<file path="config.mk">
export PLATFORM = sky130hd
export DESIGN_NAME = lsr_tx_ctrl
export DESIGN_NICKNAME = d
export VERILOG_FILES = /design/src/rtl/lsr_tx_ctrl.sv
export SDC_FILE = /design/constraint.sdc
export NUM_CORES = 1
export LEC_CHECK = 0
export CORE_MARGIN = 5
export CORE_UTILIZATION = 33
export CTS_CLUSTER_SIZE = 14
export DETAILED_ROUTE_END_ITERATION = 6
export PLACE_DENSITY_LB_ADDON = 0.25
export SLEW_MARGIN = 30
export SYNTH_ARGS = -nofsm -noshare
export SYNTH_HDL_FRONTEND = slang
export SYNTH_SLANG_ARGS = --single-unit
</file>
<file path="constraint.sdc">
create_clock -name clk -period 2 [get_ports clk]
set_input_delay 0.4 -clock clk [delete_from_list [all_inputs] [get_ports clk]]
set_output_delay 0.4 -clock clk [all_outputs]
set_load 0.01 [all_outputs]
</file>
<file path="src/rtl/lsr_tx_ctrl.sv">
// lsr_tx_ctrl: parallel-in, serial-out (MSB first) word sequencer.
// Accepts a word via valid/ready. Each bit advances on a qualified step.
// After every word it inserts a fixed inter-word gap.
// Optional feature: define LSR_PARITY_EN to append an even-parity bit after the data bits.
//
// state  | meaning
// IDLE   | ready for a new word (in_ready=1)
// SHIFT  | data bit shreg[WIDTH-1] on sout, advances on step
// PARITY | parity bit on sout, waits for one step (LSR_PARITY_EN only)
// GAP    | inter-word idle, counts GAP_CYCLES clocks
module lsr_tx_ctrl #(
  parameter int WIDTH      = 4,
  parameter int GAP_CYCLES = 1
) (
  input  logic                     clk,
  input  logic                     rst,
  input  logic                     in_valid,
  output logic                     in_ready,
  input  logic [WIDTH-1:0]         in_data,
  input  logic                     step,
  input  logic                     abort,
  output logic                     sout,
  output logic                     sout_valid,
  output logic                     busy,
  output logic                     done,
  output logic [$clog2(WIDTH)-1:0] bit_cnt
);

  localparam int CW = $clog2(WIDTH);
  localparam int GW = (GAP_CYCLES > 1) ? $clog2(GAP_CYCLES) : 1;
  localparam logic [CW-1:0] LAST_BIT = CW'(WIDTH - 1);
  localparam logic [GW-1:0] GAP_LOAD = (GAP_CYCLES > 0) ? GW'(GAP_CYCLES - 1) : '0;

  typedef enum logic [1:0] {
    IDLE  = 2'd0,
    SHIFT = 2'd1,
    GAP   = 2'd2
`ifdef LSR_PARITY_EN
    , PARITY = 2'd3
`endif
  } state_t;

  state_t           state;
  logic [WIDTH-1:0] shreg;
  logic [GW-1:0]    gap_cnt;
  logic             word_end;
`ifdef LSR_PARITY_EN
  logic             parity;
`endif

  // Final qualified step of a word; abort is checked ahead of this in the FSM.
`ifdef LSR_PARITY_EN
  assign word_end = (state == PARITY) && step;
`else
  assign word_end = (state == SHIFT) && step && (bit_cnt == LAST_BIT);
`endif

  // Main sequencer: state, datapath and registered outputs.
  always_ff @(posedge clk or negedge rst) begin
    if (!rst) begin
      state      <= IDLE;
      shreg      <= '0;
      bit_cnt    <= '0;
      gap_cnt    <= '0;
      sout       <= 1'b0;
      sout_valid <= 1'b0;
      busy       <= 1'b0;
      done       <= 1'b0;
      in_ready   <= 1'b0;
`ifdef LSR_PARITY_EN
      parity     <= 1'b0;
`endif
    end else begin
      done <= 1'b0;
      if (abort && (state != IDLE)) begin
        state      <= IDLE;
        shreg      <= '0;
        bit_cnt    <= '0;
        gap_cnt    <= '0;
        sout       <= 1'b0;
        sout_valid <= 1'b0;
        busy       <= 1'b0;
        in_ready   <= 1'b1;
      end else if (word_end) begin
        done       <= 1'b1;
        shreg      <= '0;
        bit_cnt    <= '0;
        sout       <= 1'b0;
        sout_valid <= 1'b0;
        if (GAP_CYCLES == 0) begin
          state    <= IDLE;
          busy     <= 1'b0;
          in_ready <= 1'b1;
        end else begin
          state    <= GAP;
          gap_cnt  <= GAP_LOAD;
        end
      end else begin
        case (state)
          IDLE: begin
            // in_ready is low on the first edge after reset, so nothing is taken there.
            if (in_valid && in_ready) begin
              state      <= SHIFT;
              shreg      <= in_data;
              bit_cnt    <= '0;
              sout       <= in_data[WIDTH-1];
              sout_valid <= 1'b1;
              busy       <= 1'b1;
              in_ready   <= 1'b0;
`ifdef LSR_PARITY_EN
              parity     <= ^in_data;
`endif
            end else begin
              in_ready <= 1'b1;
            end
          end
          SHIFT: begin
            if (step) begin
`ifdef LSR_PARITY_EN
              if (bit_cnt == LAST_BIT) begin
                state <= PARITY;
                sout  <= parity;
              end else
`endif
              begin
                shreg   <= {shreg[WIDTH-2:0], 1'b0};
                bit_cnt <= bit_cnt + 1'b1;
                sout    <= shreg[WIDTH-2];
              end
            end
          end
`ifdef LSR_PARITY_EN
          PARITY: begin
            sout <= parity;
          end
`endif
          GAP: begin
            if (gap_cnt == '0) begin
              state    <= IDLE;
              busy     <= 1'b0;
              in_ready <= 1'b1;
            end else begin
              gap_cnt <= gap_cnt - 1'b1;
            end
          end
          default: begin
            state      <= IDLE;
            sout       <= 1'b0;
            sout_valid <= 1'b0;
            busy       <= 1'b0;
            in_ready   <= 1'b1;
          end
        endcase
      end
    end
  end

endmodule

</file>
==> flow_results.org <==
** Logic synthesis
- Of all cell types, the one taking the most synthesized area is sky130_fd_sc_hd__dfrtp_1.
- In the post-synthesis netlist, the biggest area contributors are sky130_fd_sc_hd__dfrtp_1 43%, sky130_fd_sc_hd__ha_1 11%, sky130_fd_sc_hd__nor2_1 4.3%.
- Synthesized cell area :: 704.4 um2
- Warnings, synthesis :: 0
- Async SR Flop Fraction :: 100.0%
- Distinct cell type count after synthesis :: 31
- Register bit count reported by yosys :: 12
- Sorting the synthesized cells by how often they occur yields 12 x sky130_fd_sc_hd__dfrtp_1, 8 x sky130_fd_sc_hd__nor2_1, 6 x sky130_fd_sc_hd__ha_1, 4 x sky130_fd_sc_hd__nand2_1.
- Dominant synthesized flop cell :: sky130_fd_sc_hd__dfrtp_1
- Cells after Synth :: 64
- Net count of the mapped netlist :: 79
- Among all cell types in the netlist, the one instantiated most often is sky130_fd_sc_hd__dfrtp_1.
- After synthesis, the mean cell area works out to 11.01 um2.
- The share of synthesized area in the top cell type comes to 42.63%.
- Number of enable-type register cells in the synthesized netlist :: 0
- Summing the sequential cell areas from Yosys gives 42.63% of the chip area.

** GRT
- The total overflow left after global routing is 0.
- Met1 usage :: 13.14%
- The initial antenna violation count is 0.
- The number of global-route vias before repair is 569.
- Layer with the highest usage :: met2
- For met2 alone, demand over resource in global routing was 15.69%.
- GR met3 Demand/Resource :: 3.480%
- Total Routing Usage GR :: 10.39%
- The first global-routing pass estimated 2.532 mm of wire.
- Maximum number of pins on one net before global-route repair :: 13

** Setup path
- Crit end category :: register
- The signal on the critical path passes through inv_1, ha_1, nand2b_4, nand2_4, o21ai_4, mux2_4.
- The worst setup path is launched from a register.
- Worst-case register-to-register setup slack :: 0.25 ns
- Stage delay of the slowest cell on the critical path :: 0.40 ns
- Data required time at the worst endpoint :: 2.16 ns
- The slowest stage of the critical path is the sky130_fd_sc_hd__dfrtp_1 cell.
- On the critical path the largest part of the delay comes from flip-flops.
- Buf/Inv on CP :: 1
- Worst-path maximum fanout :: 8
- Category of the most critical setup path :: register to register
- Data arrives at the worst endpoint at 1.92 ns.

** Floorplanning
- The die covers 3158 um2.
- 16 I/O pins were placed.
- The initialized floorplan defines 16 standard-cell rows.
- Placeable core area :: 2002 um2
- In this run the horizontal extent of the chip is 56.20 um.
- From bottom edge to top edge, the die measures 56.20 um.
- Effective utilization at floorplan :: 35.19%

** Power
- For this design the ratio of total power to cell area is 1381 nW/um2.
- The worst-case IR drop observed on VDD is 445.3 uV.
- Total power :: 0.001258 W
- Leakage component of the power :: 0.3943 nW

** Clock tree
- CTS placed an instance of sky130_fd_sc_hd__clkbuf_4 at the clock tree root.
- Clock-pin slew was measured on the worst setup and hold paths at 0.08 ns.
- Clk Latency, worst-skew pair :: 0.27 ns
- After clock tree synthesis, the setup repair step added 0 buffers.
- TritonCTS built the clock tree.
- Clock tree sinks :: 12
- Htree depth :: 1
- Clock tree buffer depth :: 2
- After clock tree synthesis, the repair step resized 0 gates.
- In this run, post-CTS hold repair placed 0 buffers.
- CTS Buf Count :: 3

** Detailed routing
- Across all layers, the routed design uses 557 vias.
- Drt total wl :: 1.469 mm
- Initial DRC count :: 7
- After detailed routing, the number of vias per cell comes to 5.110.
- Once detail routing completed, the nets flagged for antenna violations numbered 0.
- For this run, the detailed router's first-pass iteration total came to 4.
- Residual DRC :: 0
- After detailed routing, the average wire length per cell comes to 13.48 um.

** STA
- Final critical-path required period :: 1.753 ns
- Maximum clock frequency :: 570.5 MHz
- Headroom to the max-slew limit came out at 62.74%.
- Adding up every negative setup slack in the final design gives 0 ns.
- For the final database, setup skew stands at 0.002311 ns.
- After layout, the worst path uses 87.65% of the clock period.
- Worst Hold Margin :: 0.4834 ns
- Setup violations remaining at the end of the flow were counted as 0.
- At the pin with the least slew margin, the transition time is 0.5571 ns.
- Final slew viol count :: 0
- The count of final hold-check violations was 0.
- Unrepaired setup endpoints after global routing :: no

** Run
- The tool flagged a number of max-cap violations equal to 0.

** Place
- Detailed placement finished with a half-perimeter wire length of 1.174 mm.
- Final weighted congestion in routability-driven placement :: 0.8971
- Port bufs :: 15

** Finish
- Filler cell count :: 198
- Cells with a size suffix above 1 make up 13.41% of the layout.
- Diodes inserted :: 0
- Final cell utilization of the core :: 45.50%
- The net count of the finished layout is 99.
- Area Overhead vs Synth :: 29.31%

** Min path
- Hold Path Class :: primary input to async pin

** Run status
- Outcome :: finished clean
-- stage by stage --
step / cells / instance area [um2] / setup slack [ns]
4_1_cts: 109 / 910.9 / 0.2363
2_1_floorplan: 64 / 704.4 / 0.4036
3_3_place_gp: 106 / 888.4 / 0.2076
6_report: 109 / 910.9 / 0.2470
3_5_place_dp: 106 / 888.4 / 0.2069
5_1_grt: 109 / 910.9 / 0.1505
-- worst paths after layout --
| path | from | to | cells after the start |
|---|---|---|---|
| setup / recovery | state[0]$_DFFE_PN0P_ | bit_cnt[1]$_DFFE_PN0P_ | 6 |
| hold / removal | rst | shreg[1]$_DFFE_PN0P_ | 1 |
| setup reg to reg | state[0]$_DFFE_PN0P_ | bit_cnt[1]$_DFFE_PN0P_ | 6 |
| hold reg to reg | shreg[0]$_DFFE_PN0P_ | shreg[0]$_DFFE_PN0P_ | 1 |
| max in group asynchronous | rst | busy$_DFFE_PN0P_ | 1 |
| min in group clk | shreg[0]$_DFFE_PN0P_ | shreg[0]$_DFFE_PN0P_ | 1 |
-- layout by cell type (no fill, tap or decap), types with 2 or more instances in the layout --
cell type,synthesis,routed
sky130_fd_sc_hd__o2bb2ai_1,3,3
sky130_fd_sc_hd__dfrtp_1,12,12
sky130_fd_sc_hd__ha_1,6,6
sky130_fd_sc_hd__nand2_1,4,4
sky130_fd_sc_hd__a21oi_1,3,3
sky130_fd_sc_hd__inv_1,2,2
sky130_fd_sc_hd__clkbuf_4,0,3
sky130_fd_sc_hd__nor2_1,8,8
sky130_fd_sc_hd__clkdlybuf4s50_1,0,15
sky130_fd_sc_hd__mux2i_1,2,2
sky130_fd_sc_hd__o21ai_0,2,2
-- sequential cells by signal, indices dropped and copies added (netlist names) --
register,flops
bit_cnt,2
busy,1
done,1
in_ready,1
shreg,3
sout,1
sout_valid,1
state,2
-- area by class of cell --
cell class                 count  area [um2]  area share, %
multi-input combinational     50       396.6          43.54
sequential                    12       300.3          32.97
timing repair buffer          15       150.1          16.48
tap                           27       33.78          3.709
clock buffer                   3       22.52          2.473
inverter                       2       7.507         0.8242
-- logic make-up (layout without fill, tap and decap cells) --
logic type / Yosys count / count (layout) / synth area share, %
AND/OR/NAND/NOR: 21 / 21 / 17.94
AO/OA/AOI/OAI: 20 / 20 / 22.74
flip-flops: 12 / 12 / 42.63
adder cells (fa/ha/maj): 6 / 6 / 10.66
multiplexers: 3 / 3 / 4.973
buffers and inverters: 2 / 20 / 1.066
-- layer usage --
layer  part of all wire [%]  vias to the layer above
met5                      0                        -
met2                     48                       14
met4                    2.7                        0
li1                       -                      274
met1                     45                      265
met3                    4.4                        4
-- power by group --
| part | internal [W] | switching, W |
|---|---|---|
| clock | 0.0000697 | 0.0000830 |
| sequential | 0.000334 | 0.0000665 |
| combinational | 0.000361 | 0.000344 |
| total | 0.000765 | 0.000493 |
Power figures use the tool's default switching activity.
